File: config.mk
export PLATFORM = sky130hd
export DESIGN_NAME = sort_host_flat
export DESIGN_NICKNAME = d
export VERILOG_FILES = /design/src/rtl/sort_pkg.sv /design/src/rtl/sort_host_if.sv /design/src/rtl/sort_buf.sv /design/src/rtl/sort_host.sv /design/src/flat_wrapper.sv
export SDC_FILE = /design/constraint.sdc
export NUM_CORES = 1
export LEC_CHECK = 0
export CORE_UTILIZATION = 49
export CTS_CLUSTER_SIZE = 14
export DETAILED_ROUTE_END_ITERATION = 12
export GPL_TIMING_DRIVEN = 0
export HOLD_SLACK_MARGIN = 0.06
export PLACE_DENSITY = 0.72
export SETUP_SLACK_MARGIN = 0.1
export SKIP_LAST_GASP = 1
export SLEW_MARGIN = 10
export SYNTH_ARGS = -nofsm -noshare
export SYNTH_HDL_FRONTEND = slang
export SYNTH_SLANG_ARGS = --single-unit
File: constraint.sdc
create_clock -name clk -period 2.1 [get_ports clk]
set_input_delay 0.315 -clock clk [delete_from_list [all_inputs] [get_ports clk]]
set_output_delay 0.315 -clock clk [all_outputs]
set_load 0.03 [all_outputs]
File: src/rtl/sort_pkg.sv
`default_nettype none
// +----------------------------------------------------------------------+
// | sort_pkg                                                             |
// | Shared definitions for the sort host and its sorter: default job     |
// | size, word width and the host state encoding.                        |
// | Revision: 1.0                                                        |
// +----------------------------------------------------------------------+
package sort_pkg;

  localparam int N_DEF = 8;
  localparam int W_DEF = 8;

  typedef enum logic [3:0] {
    ST_IDLE    = 4'd0,
    ST_FILL    = 4'd1,
    ST_ARM_LD  = 4'd2,
    ST_LOAD    = 4'd3,
    ST_ARM_SRT = 4'd4,
    ST_SORTING = 4'd5,
    ST_ARM_SND = 4'd6,
    ST_DRAIN   = 4'd7,
    ST_EMIT    = 4'd8
  } state_e;

endpackage
`default_nettype wire

File: src/rtl/sort_host_if.sv
`default_nettype none
// +----------------------------------------------------------------------+
// | sort_host_if                                                         |
// | User-side word streams of the sort host: an input stream of unsorted |
// | words and an output stream of sorted words, both valid/ready.        |
// | Revision: 1.0                                                        |
// +----------------------------------------------------------------------+
interface sort_host_if
  import sort_pkg::*;
#(
  parameter int W = W_DEF
) ();

  logic         in_valid;
  logic         in_ready;
  logic [W-1:0] in_data;
  logic         out_valid;
  logic         out_ready;
  logic [W-1:0] out_data;

  // The host side: consumes the input stream, produces the output stream.
  modport slave (
    input  in_valid, in_data, out_ready,
    output in_ready, out_valid, out_data
  );

  // The user side: produces input words, consumes sorted words.
  modport master (
    output in_valid, in_data, out_ready,
    input  in_ready, out_valid, out_data
  );

endinterface
`default_nettype wire

File: src/rtl/sort_buf.sv
`default_nettype none
// +----------------------------------------------------------------------+
// | sort_buf                                                             |
// | N x W word buffer, one synchronous write port and one combinational  |
// | read port. Out-of-range reads return zero; out-of-range writes are   |
// | dropped. Contents are intentionally not reset.                       |
// | Revision: 1.0                                                        |
// +----------------------------------------------------------------------+
module sort_buf #(
  parameter int N  = 8,
  parameter int W  = 8,
  parameter int AW = $clog2(N + 1)
) (
  input  logic          clk,
  input  logic          we,
  input  logic [AW-1:0] waddr,
  input  logic [W-1:0]  wdata,
  input  logic [AW-1:0] raddr,
  output logic [W-1:0]  rdata
);

  localparam int            IW    = (N > 1) ? $clog2(N) : 1;
  localparam logic [AW-1:0] DEPTH = AW'(N);

  logic [W-1:0] mem_q [N];

  // Write port: store one word per enabled cycle at an in-range address.
  always_ff @(posedge clk) begin
    if (we && (waddr < DEPTH)) begin
      mem_q[waddr[IW-1:0]] <= wdata;
    end
  end

  assign rdata = (raddr < DEPTH) ? mem_q[raddr[IW-1:0]] : '0;

endmodule
`default_nettype wire

File: src/rtl/sort_host.sv
`default_nettype none
// +----------------------------------------------------------------------+
// | sort_host                                                            |
// | Collects N user words, loads them into an external sorter, reads the |
// | sorted words back into the same buffer and streams them out in the   |
// | order the sorter delivered them. Flags sorter protocol violations.   |
// | Revision: 1.0                                                        |
// +----------------------------------------------------------------------+
module sort_host
  import sort_pkg::*;
#(
  parameter int N = N_DEF,
  parameter int W = W_DEF
) (
  input  logic         clk,
  input  logic         rst,
  input  logic         start,
  sort_host_if.slave   s_io,
  output logic         busy,
  output logic         done,
  output logic         err,
  output logic         srt_load,
  output logic         srt_sort,
  output logic         srt_send,
  output logic [W-1:0] srt_wdata,
  input  logic         srt_ready,
  input  logic         srt_busy,
  input  logic         srt_waiting,
  input  logic         srt_ld,
  input  logic         srt_snd,
  input  logic [W-1:0] srt_rdata
);

  localparam int            KW     = $clog2(N + 1);
  localparam logic [KW-1:0] K_N    = KW'(N);
  localparam logic [KW-1:0] K_LAST = KW'(N - 1);

  state_e        state_q, state_d;
  logic [KW-1:0] k_q, k_d;
  logic          err_q, err_d;
  logic          snd_q, snd_d;
  logic          done_q, done_d;

  logic          buf_we;
  logic [W-1:0]  buf_wdata;
  logic [W-1:0]  buf_rdata;
  logic [KW-1:0] pending;
  logic          snd_ok;
  logic          ld_ok;

  // Sorter busy is informational only; the host keys off ready/waiting.
  logic unused_srt_busy;
  assign unused_srt_busy = srt_busy;

  sort_buf #(.N(N), .W(W), .AW(KW)) u_buf (
    .clk   (clk),
    .we    (buf_we),
    .waddr (k_q),
    .wdata (buf_wdata),
    .raddr (k_q),
    .rdata (buf_rdata)
  );

  // A send strobe is legal only in DRAIN while fewer than N words are
  // captured or in flight; a load strobe only in LOAD before k reaches N.
  assign pending = k_q + KW'(snd_q);
  assign snd_ok  = (state_q == ST_DRAIN) && (pending < K_N);
  assign ld_ok   = (state_q == ST_LOAD) && (k_q != K_N);

  // Next-state, counter, error and strobe logic for the job sequence.
  always_comb begin
    state_d   = state_q;
    k_d       = k_q;
    err_d     = err_q;
    done_d    = 1'b0;
    buf_we    = 1'b0;
    buf_wdata = '0;
    srt_load  = 1'b0;
    srt_sort  = 1'b0;
    srt_send  = 1'b0;
    s_io.in_ready  = 1'b0;
    s_io.out_valid = 1'b0;

    case (state_q)
      ST_IDLE: begin
        if (start) begin
          state_d = ST_FILL;
          k_d     = '0;
          err_d   = 1'b0;
        end
      end
      ST_FILL: begin
        s_io.in_ready = 1'b1;
        if (s_io.in_valid) begin
          buf_we    = 1'b1;
          buf_wdata = s_io.in_data;
          if (k_q == K_LAST) begin
            state_d = ST_ARM_LD;
            k_d     = '0;
          end else begin
            k_d = k_q + 1'b1;
          end
        end
      end
      ST_ARM_LD: begin
        if (srt_ready) begin
          srt_load = 1'b1;
          state_d  = ST_LOAD;
        end
      end
      ST_LOAD: begin
        if (srt_ld && (k_q != K_N)) begin
          k_d = k_q + 1'b1;
        end
        if ((k_q == K_N) && srt_ready) begin
          state_d = ST_ARM_SRT;
        end
      end
      ST_ARM_SRT: begin
        if (srt_ready) begin
          srt_sort = 1'b1;
          state_d  = ST_SORTING;
          k_d      = '0;
        end
      end
      ST_SORTING: begin
        if (srt_waiting) begin
          state_d = ST_ARM_SND;
        end
      end
      ST_ARM_SND: begin
        srt_send = 1'b1;
        state_d  = ST_DRAIN;
      end
      ST_DRAIN: begin
        // srt_rdata is valid the cycle after srt_snd, hence the registered strobe.
        if (snd_q) begin
          buf_we    = 1'b1;
          buf_wdata = srt_rdata;
          if (k_q == K_LAST) begin
            state_d = ST_EMIT;
            k_d     = '0;
          end else begin
            k_d = k_q + 1'b1;
          end
        end
      end
      ST_EMIT: begin
        s_io.out_valid = 1'b1;
        if (s_io.out_ready) begin
          if (k_q == K_LAST) begin
            state_d = ST_IDLE;
            k_d     = '0;
            done_d  = 1'b1;
          end else begin
            k_d = k_q + 1'b1;
          end
        end
      end
      default: begin
        state_d = ST_IDLE;
        k_d     = '0;
      end
    endcase

    snd_d = srt_snd && snd_ok;
    if (srt_ld && !ld_ok) begin
      err_d = 1'b1;
    end
    if (srt_snd && !snd_ok) begin
      err_d = 1'b1;
    end
  end

  // State register; reset returns to IDLE but leaves the buffer intact.
  always_ff @(posedge clk) begin
    if (rst) begin
      state_q <= ST_IDLE;
      k_q     <= '0;
      err_q   <= 1'b0;
      snd_q   <= 1'b0;
      done_q  <= 1'b0;
    end else begin
      state_q <= state_d;
      k_q     <= k_d;
      err_q   <= err_d;
      snd_q   <= snd_d;
      done_q  <= done_d;
    end
  end

  assign srt_wdata     = ld_ok ? buf_rdata : '0;
  assign s_io.out_data = (state_q == ST_EMIT) ? buf_rdata : '0;
  assign busy          = (state_q != ST_IDLE);
  assign done          = done_q;
  assign err           = err_q;

endmodule
`default_nettype wire

File: src/flat_wrapper.sv
// flat-port wrapper written by rule: the top's interface ports become plain ports
module sort_host_flat import sort_pkg::*;
#(
  parameter int N = N_DEF,
  parameter int W = W_DEF
)
  (clk, rst, start, busy, done, err, srt_load, srt_sort, srt_send, srt_wdata, srt_ready, srt_busy, srt_waiting, srt_ld, srt_snd, srt_rdata, s_io_in_valid, s_io_in_data, s_io_out_ready, s_io_in_ready, s_io_out_valid, s_io_out_data);
  sort_host_if #(.W(W)) s_io_i ();
  input  logic clk;
  input  logic rst;
  input  logic start;
  output logic busy;
  output logic done;
  output logic err;
  output logic srt_load;
  output logic srt_sort;
  output logic srt_send;
  output logic [W-1:0] srt_wdata;
  input  logic srt_ready;
  input  logic srt_busy;
  input  logic srt_waiting;
  input  logic srt_ld;
  input  logic srt_snd;
  input  logic [W-1:0] srt_rdata;
  input wire logic [$bits(s_io_i.in_valid)-1:0] s_io_in_valid;
  input wire logic [$bits(s_io_i.in_data)-1:0] s_io_in_data;
  input wire logic [$bits(s_io_i.out_ready)-1:0] s_io_out_ready;
  output wire logic [$bits(s_io_i.in_ready)-1:0] s_io_in_ready;
  output wire logic [$bits(s_io_i.out_valid)-1:0] s_io_out_valid;
  output wire logic [$bits(s_io_i.out_data)-1:0] s_io_out_data;
  assign s_io_i.in_valid = s_io_in_valid;
  assign s_io_i.in_data = s_io_in_data;
  assign s_io_i.out_ready = s_io_out_ready;
  assign s_io_in_ready = s_io_i.in_ready;
  assign s_io_out_valid = s_io_i.out_valid;
  assign s_io_out_data = s_io_i.out_data;
  sort_host #(.N(N), .W(W)) u_core (.clk(clk), .rst(rst), .start(start), .s_io(s_io_i), .busy(busy), .done(done), .err(err), .srt_load(srt_load), .srt_sort(srt_sort), .srt_send(srt_send), .srt_wdata(srt_wdata), .srt_ready(srt_ready), .srt_busy(srt_busy), .srt_waiting(srt_waiting), .srt_ld(srt_ld), .srt_snd(srt_snd), .srt_rdata(srt_rdata));
endmodule
==> out/results.md <==
## Min path
* Hold Path Class: reg -> reg

## Synth
* yosys warns: 0
* largest area contributor in the synthesized netlist: sky130_fd_sc_hd__edfxtp_1
* main area contributors after synthesis: sky130_fd_sc_hd__edfxtp_1 (53%), sky130_fd_sc_hd__mux4_2 (9.9%), sky130_fd_sc_hd__dfxtp_1 (7.7%)
* sequential element share of the synthesized area: 60.4%
* post-synthesis sequential element count: 78
* per-instance average area after synthesis: 14.5 µm²
* Top FF cell, synth: sky130_fd_sc_hd__edfxtp_1
* number of distinct library cells after synthesis: 57
* syn nets: 280
* Post-Syn Instances: 252
* top cell type's share of synthesized area: 52.7%
* async set-or-reset flop fraction in the synthesized netlist: 0%
* post-synthesis instance area: 3640 µm²
* number of synthesized flops with an enable pin: 64

## Place
* detailed placer's ending HPWL: 5370 µm
* IO buf count: 48
* setup slack at placement: -704 ps
* placer congestion estimate: 0.889
* post-placement cell area: 4320 µm²

## Run status
* violated checks: setup timing
* run status: finished, violations left

## Global route
* grt met1 use: 31.3%
* gr ovfl total: 0
* antenna violations before repair: 0
* maximum number of pins on one net before global-route repair: 14
* wire length of the first global-routing pass: 12600 µm
* GRT Total Usage: 23.3%
* via count of the first global-routing pass: 2334
* GRT busiest layer: met2
* met2 layer usage reported by global route: 37.8%
* met3 Resource Use GR: 4.38%

## STA
* final number of hold-violating endpoints: 0
* RSZ-0062 raised after global routing: yes
* Max Transition Viols Final: 0
* Peak Freq: 0.434 GHz
* setup violation total in the final timing report: 16
* actual transition at the worst max-transition pin: 666 ps
* post-route fraction of the period consumed by the critical path: 110%
* worst-case clock skew: 6.53 ps
* time the final worst path needs with I/O delays and setup: 2310 ps
* final worst slack: -205 ps
* Relative slew margins: 55.6%

## Floorplanning
* number of top-level pins: 50
* initial cell density of the core: 50.5%
* core region area: 7210 µm²
* Vert. Die Dim: 88.2 µm
* Placement Rows: 31
* Die Area: 7780 µm²
* Die Wd: 88.2 µm

## Pwr
* share of total power consumed by net switching: 31.5%
* power per cell area: 929 nW/µm²
* register share of total power: 40.4%
* worst ir drop on vdd: 0.000510 V
* switching power of the nets: 1.43 mW
* Lkg Pwr: 1.65 nW
* clock network fraction of total power: 24.3%
* cell-internal power: 3.11 mW
* combinational group share of total power: 35.4%

## Cells and area
* most frequent standard cell in the layout excluding fill and tap cells: sky130_fd_sc_hd__edfxtp_1
* Final Instance Area: 4890 µm²
* filler instances: 515
* Diodes inserted: 0
* signed area change from the synthesized netlist to the final layout: 34.3%
* most used cells in the layout excluding fill and tap cells: sky130_fd_sc_hd__edfxtp_1 (64), sky130_fd_sc_hd__clkdlybuf4s50_1 (26), sky130_fd_sc_hd__buf_4 (22)
* proportion of layout cells with a drive suffix above 1: 41.7%
* nets: 359

## Flow run
* number of violations of the max-capacitance limit: 0

## Setup path
* data required time at the worst endpoint: 1780 ps
* critical-path maximum fanout: 5
* arrival time at the worst endpoint: 1990 ps
* Worst setup EP type: primary output
* Setup Crit Path Kind: reg -> out
* type of element launching the critical path: register
* internal reg-to-reg setup slack: 50 ps

## Drt
* total detailed-routing wirelength: 8440 µm
* DR WL/cell: 19.4 µm
* number of design rule violations left after detail routing: 0
* Antenna Nets Post-Route: 0
* first-pass detailed-route iteration total: 4
* DR iter-0 viols: 218
* post-detailed-route via-to-cell ratio: 5.65
* total vias in the final route: 2457

## CTS
* Clock Pin Slew Worst Setup and Hold Paths: 80 ps
* # hold bufs at CTS: 0
* worst-skew pair later-pin latency: 350 ps
* clock root buffer: sky130_fd_sc_hd__clkbuf_8
* number of levels the H-tree was split into: 3
* clock tree from TritonCTS: built
* Max Buffers Root-to-Sink: 2
* clock sinks: 78
* Inserted Clock Buffers: 9

-- per-stage QoR --
| stage | setup TNS, ps | hold WS (ps) | util (%) | cells | power, mW |
|---|---|---|---|---|---|
| 3_3_place_gp | -44380 | 490 | 59.9 | 399 | 3.19 |
| 4_1_cts | -3570 | 517 | 66.5 | 434 | 4.45 |
| 5_1_grt | -3730 | 548 | 67.8 | 435 | 4.73 |
| 2_1_floorplan | -120 | 391 | - | 252 | 2.86 |
| 6_report | -2550 | 505 | 67.8 | 435 | 4.55 |
| 3_5_place_dp | -45030 | 498 | 59.9 | 399 | 3.21 |
-- sequential cells by signal, indices dropped and copies added (netlist names), named ones only --
register	cells
u_core.state_q	4
u_core.k_q	4
u_core.err	1
u_core.u_buf.mem_q	64
u_core.snd_q	1
u_core.done	1
-- layer usage --
layer	share of wire [%]	vias up
li1	-	1144
met1	43	1223
met2	51	80
met3	4.8	10
met4	1.4	0
met5	0	-
-- what timing repair did --
action,in CTS,in global routing
resized for setup,153,28
buffers inserted,18,2
pin swaps,9,7
setup endpoints to repair,97,86
gates cloned,1,0
-- worst paths after layout --
| kind | cells after the start | from | to |
|---|---|---|---|
| worst max-delay path | 7 | register | s_io_out_data[6] |
| worst min-delay path | 2 | u_core.err | u_core.err |
| worst max register to register | 7 | u_core.state_q[3] | u_core.u_buf.mem_q[4][6] |
| worst min register to register | 2 | u_core.err | u_core.err |
-- power by group through the flow --
stage	Combinational, mW	Clock, mW	Sequential, mW
floorplan	1.01	0	1.84
global placement	1.34	0	1.85
detailed placement	1.36	0	1.85
CTS	1.52	1.10	1.83
global route	1.71	1.18	1.84
finish	1.61	1.10	1.84
-- cells in the mapped netlist (all sizes together) (2+ instances only) --
cell type / instances
a21oi: 13
a22o: 8
a31oi: 2
and2: 2
and2b: 2
and3: 2
and4b: 2
buf: 12
clkbuf: 4
dfxtp: 14
edfxtp: 64
ha: 2
inv: 5
mux2i: 8
mux4: 16
nand2: 7
nand2b: 3
nand3: 5
nand3b: 3
nand4: 5
nor2: 23
nor3: 8
nor3b: 6
o21ai: 9
or2: 8
or3: 2
-- worst max-delay path: stages, from the launching register on --
cell                      delay, ps
sky130_fd_sc_hd__dfxtp_2        340
sky130_fd_sc_hd__buf_8          140
sky130_fd_sc_hd__buf_12         130
sky130_fd_sc_hd__mux4_2         510
sky130_fd_sc_hd__mux2i_2        180
sky130_fd_sc_hd__or2_4          170
sky130_fd_sc_hd__nor2_2          40
sky130_fd_sc_hd__buf_6          140
-- layout make-up --
type	count	area (µm²)	share of cell area, %
Tap cell	99	124	2.53
Timing Repair Buffer	69	697	14.2
Buffer	15	160	3.27
Clock buffer	11	131	2.68
Sequential cell	78	2210	45.2
Inverter	5	18.8	0.384
Multi-Input combinational cell	153	1490	30.5
Clock inverter	5	58.8	1.20
-- logic make-up (layout without fill, tap and decap cells) --
| group | after synthesis | count (layout) | synth area share, % |
|---|---|---|---|
| compound gates | 42 | 42 | 8.55 |
| xor+xnor | 2 | 2 | 0.996 |
| flops | 78 | 78 | 60.4 |
| simple gates | 83 | 83 | 13.8 |
| buf+inv | 21 | 105 | 3.40 |
| fa+ha+maj | 2 | 2 | 0.687 |
| mux | 24 | 24 | 12.1 |
Note: power is estimated with default switching activity, not from simulation.
==> edit, RTL diff (same flow settings) <==
Reset style: asynchronous (`rst`), changed in one clocked block.
--- a/src/rtl/sort_host.sv
+++ b/src/rtl/sort_host.sv
@@ -173,7 +173,7 @@
   end
 
   // State register; reset returns to IDLE but leaves the buffer intact.
-  always_ff @(posedge clk) begin
+  always_ff @(posedge clk or posedge rst) begin
     if (rst) begin
       state_q <= ST_IDLE;
       k_q     <= '0;
Check against the original RTL: differs if rst is asserted again (counterexample within 4 cycles, from zero or initial values and one cycle with rst high); with rst held inactive, the same outputs for 10 cycles.
==> edit against the original RTL <==
The run still ends with negative setup slack left; die area down 2.0%; sequential cell count is 3 lower; clock skew up 0.0040 ns; sequential share of layout area decreased by 6.1 points; wire length grew 42%; worst setup slack got worse by 0.11 ns; design area grew 15%; utilization grew 14 points; synthesized area is 2.1% lower; highest routed layer unchanged.
Power is not compared: it rests on default switching activity, and its combinational part moved more than twofold at a synthesized area within 25%.
==> edit: results (changes against the original RTL) <==
| Metric | Value |
|---|---|
| Met3 wire length | 951 um (was 406 um) |
| Setup ws final | -0.311 ns (was -0.205 ns) |
| Yosys cell types | 57 (unchanged) |
| WL met1 | 4370 um (was 3640 um) |
| Fin Clk Skew | 0.0105 ns (was 0.00653 ns) |
| GRT met3 Usage | 5.31% (was 4.38%) |
| Hold WC Path Type | in2async (was reg2reg) |
| Post_cts resized | 198 (was 153) |
| Vias in the first global route | 2955 (was 2334) |
| Post-Synth Adder-Cell Area | 0.982% (was 0.687%) |
| Setup bufs post-CTS | 48 (was 18) |
| Place WS | -0.928 ns (was -0.704 ns) |
| Mux contribution to synthesized area | 7.78% (was 12.1%) |
| Final setup violation count | 51 (was 16) |
| Number of vias in the routed layout | 3096 (was 2457) |
| Crit-path max cell delay | 0.40 ns (was 0.51 ns) |
| Antenna diodes | 0 (unchanged) |
| DP HPWL | 5900 um (was 5370 um) |
| Top cells by area, synth | edfxtp_1 54%, dfrtp_1 7.7%, mux4_2 3.8%, nor2_1 3.3%, mux2i_1 2.5% (was edfxtp_1 53%, mux4_2 9.9%, dfxtp_1 7.7%, nor2_1 2.3%, mux2i_1 2.2%) |
| Total track usage | 31.4% (was 23.3%) |
| Xor-xnor portion of the synthesized cell area | 0.491% (was 0.996%) |
| First-pass GRT wire length | 16800 um (was 12600 um) |
| DP Area | 4400 sq um (was 4320 sq um) |
| Slowest cell on the critical path | dfrtp_1 (was mux4_2) |
| Pre-Repair DR Iteration Count | 5 (was 4) |
| Syn nets | 304 (was 280) |
| Failing checks | negative setup slack (unchanged) |
| Slew of the pin with the lowest slew margin | 0.514 ns (was 0.666 ns) |
| GR met2 Demand/Resource | 50.2% (was 37.8%) |
| Int Pwr | roughly 4.3 mW |
| Post-synthesis compound-gate area fraction | 10.8% (was 8.55%) |
| Top delay family on crit path | buffers and inverters (was multiplexers) |
| Worst-path maximum fanout | 7 (was 5) |
| RD Place Congestion | 0.832 (was 0.889) |
| FFs w/ async S/R, synth | 14.7% (was 0%) |
| Layout cells sized above 1 | 52.2% (was 41.7%) |
| Sequential-to-total area share from yosys stat | 61.6% (was 60.4%) |
| Final WL | 12000 um (was 8440 um) |
| NumNets Final | 429 (was 359) |
| CTS buffer count | 9 (unchanged) |
| Bufs on Longest Clock Path | 2 (unchanged) |
| Met2 wire len | 6010 um (was 4280 um) |
| Number of hold violations in the final report | 0 (unchanged) |
| Outcome | complete, but fails checks (unchanged) |
| Crit path DAT | 2.10 ns (was 1.99 ns) |
-- edit: cell types whose count changed in the layout (fill, tap and decap cells not counted), sizes merged, moves of 4 or more --
| cell | unedited run | this run |
|---|---|---|
| buf | 50 | 94 |
| nand2 | 7 | 22 |
| dfxtp | 14 | 0 |
| dfrtp | 0 | 11 |
| mux4 | 16 | 6 |
| nor2 | 23 | 31 |
| or2 | 8 | 0 |
| a21oi | 13 | 7 |
| mux2 | 0 | 4 |
| nand4 | 5 | 1 |
| nor4 | 0 | 4 |
-- edit: power by group through the flow --
| stage | combinational (mW) | sequential [mW] | clock, mW |
|---|---|---|---|
| after floorplan | 1.99 | 1.87 | 0 |
| after global placement | 2.60 | 1.88 | 0 |
| after detailed placement | 2.65 | 1.89 | 0 |
| after CTS | 3.47 | 1.86 | 1.21 |
| after global routing | 4.24 | 1.87 | 1.29 |
| final | 4.08 | 1.87 | 1.23 |
-- edit: final timing paths --
kind	startpoint	end	slack, ns	cells after the start
max	u_core.k_q[0]$_DFFE_PP0P_	srt_wdata[6]	-0.31	8
min	rst	u_core.err$_DFFE_PP0P_	0.27	2
max reg2reg	u_core.state_q[2]$_DFFE_PP0P_	u_core.state_q[0]$_DFFE_PP0P_	-0.15	5
min reg2reg	u_core.err$_DFFE_PP0P_	u_core.err$_DFFE_PP0P_	0.52	2
max in group asynchronous	rst	u_core.state_q[0]$_DFFE_PP0P_	1.49	2
min in group clk	u_core.err$_DFFE_PP0P_	u_core.err$_DFFE_PP0P_	0.52	2
-- edit: stage by stage --
step | std cells | setup TNS (ns) | util, % | total power [mW]
2_1_floorplan | 276 | -7.57 | - | 3.86
3_3_place_gp | 420 | -61.93 | 63.8 | 4.48
3_5_place_dp | 420 | -72.08 | 63.8 | 4.54
4_1_cts | 485 | -2.80 | 77.3 | 6.54
5_1_grt | 502 | -7.96 | 81.4 | 7.41
6_report | 502 | -5.32 | 81.4 | 7.17
-- edit: worst reg2reg max path: cells and delay by family (launching register included) --
kind,cells,cell delay [ns]
buffers and inverters,1,0.21
and+or+nand+nor,2,0.89
AOI/OAI and AO/OA,1,0.30
muxes,1,0.30
DFF,1,0.44
-- edit: final cells by class --
class	count	area, sq um
clock buffers	9	124
clock inverters	7	90.1
multi-input cells	176	1710
well taps	96	120
repair buffers	114	1090
flip-flops and latches	75	2200
inverters	9	53.8
fillers	362	1280
plain buffers	16	233
-- edit: logic make-up (layout without fill, tap and decap cells) --
group | after synthesis | count (layout)
and+or+nand+nor | 102 | 102
DFF | 75 | 75
AOI/OAI and AO/OA | 50 | 50
buffers and inverters | 25 | 155
muxes | 19 | 19
adders and majority gates | 3 | 3
xor gates and xnor gates | 2 | 2
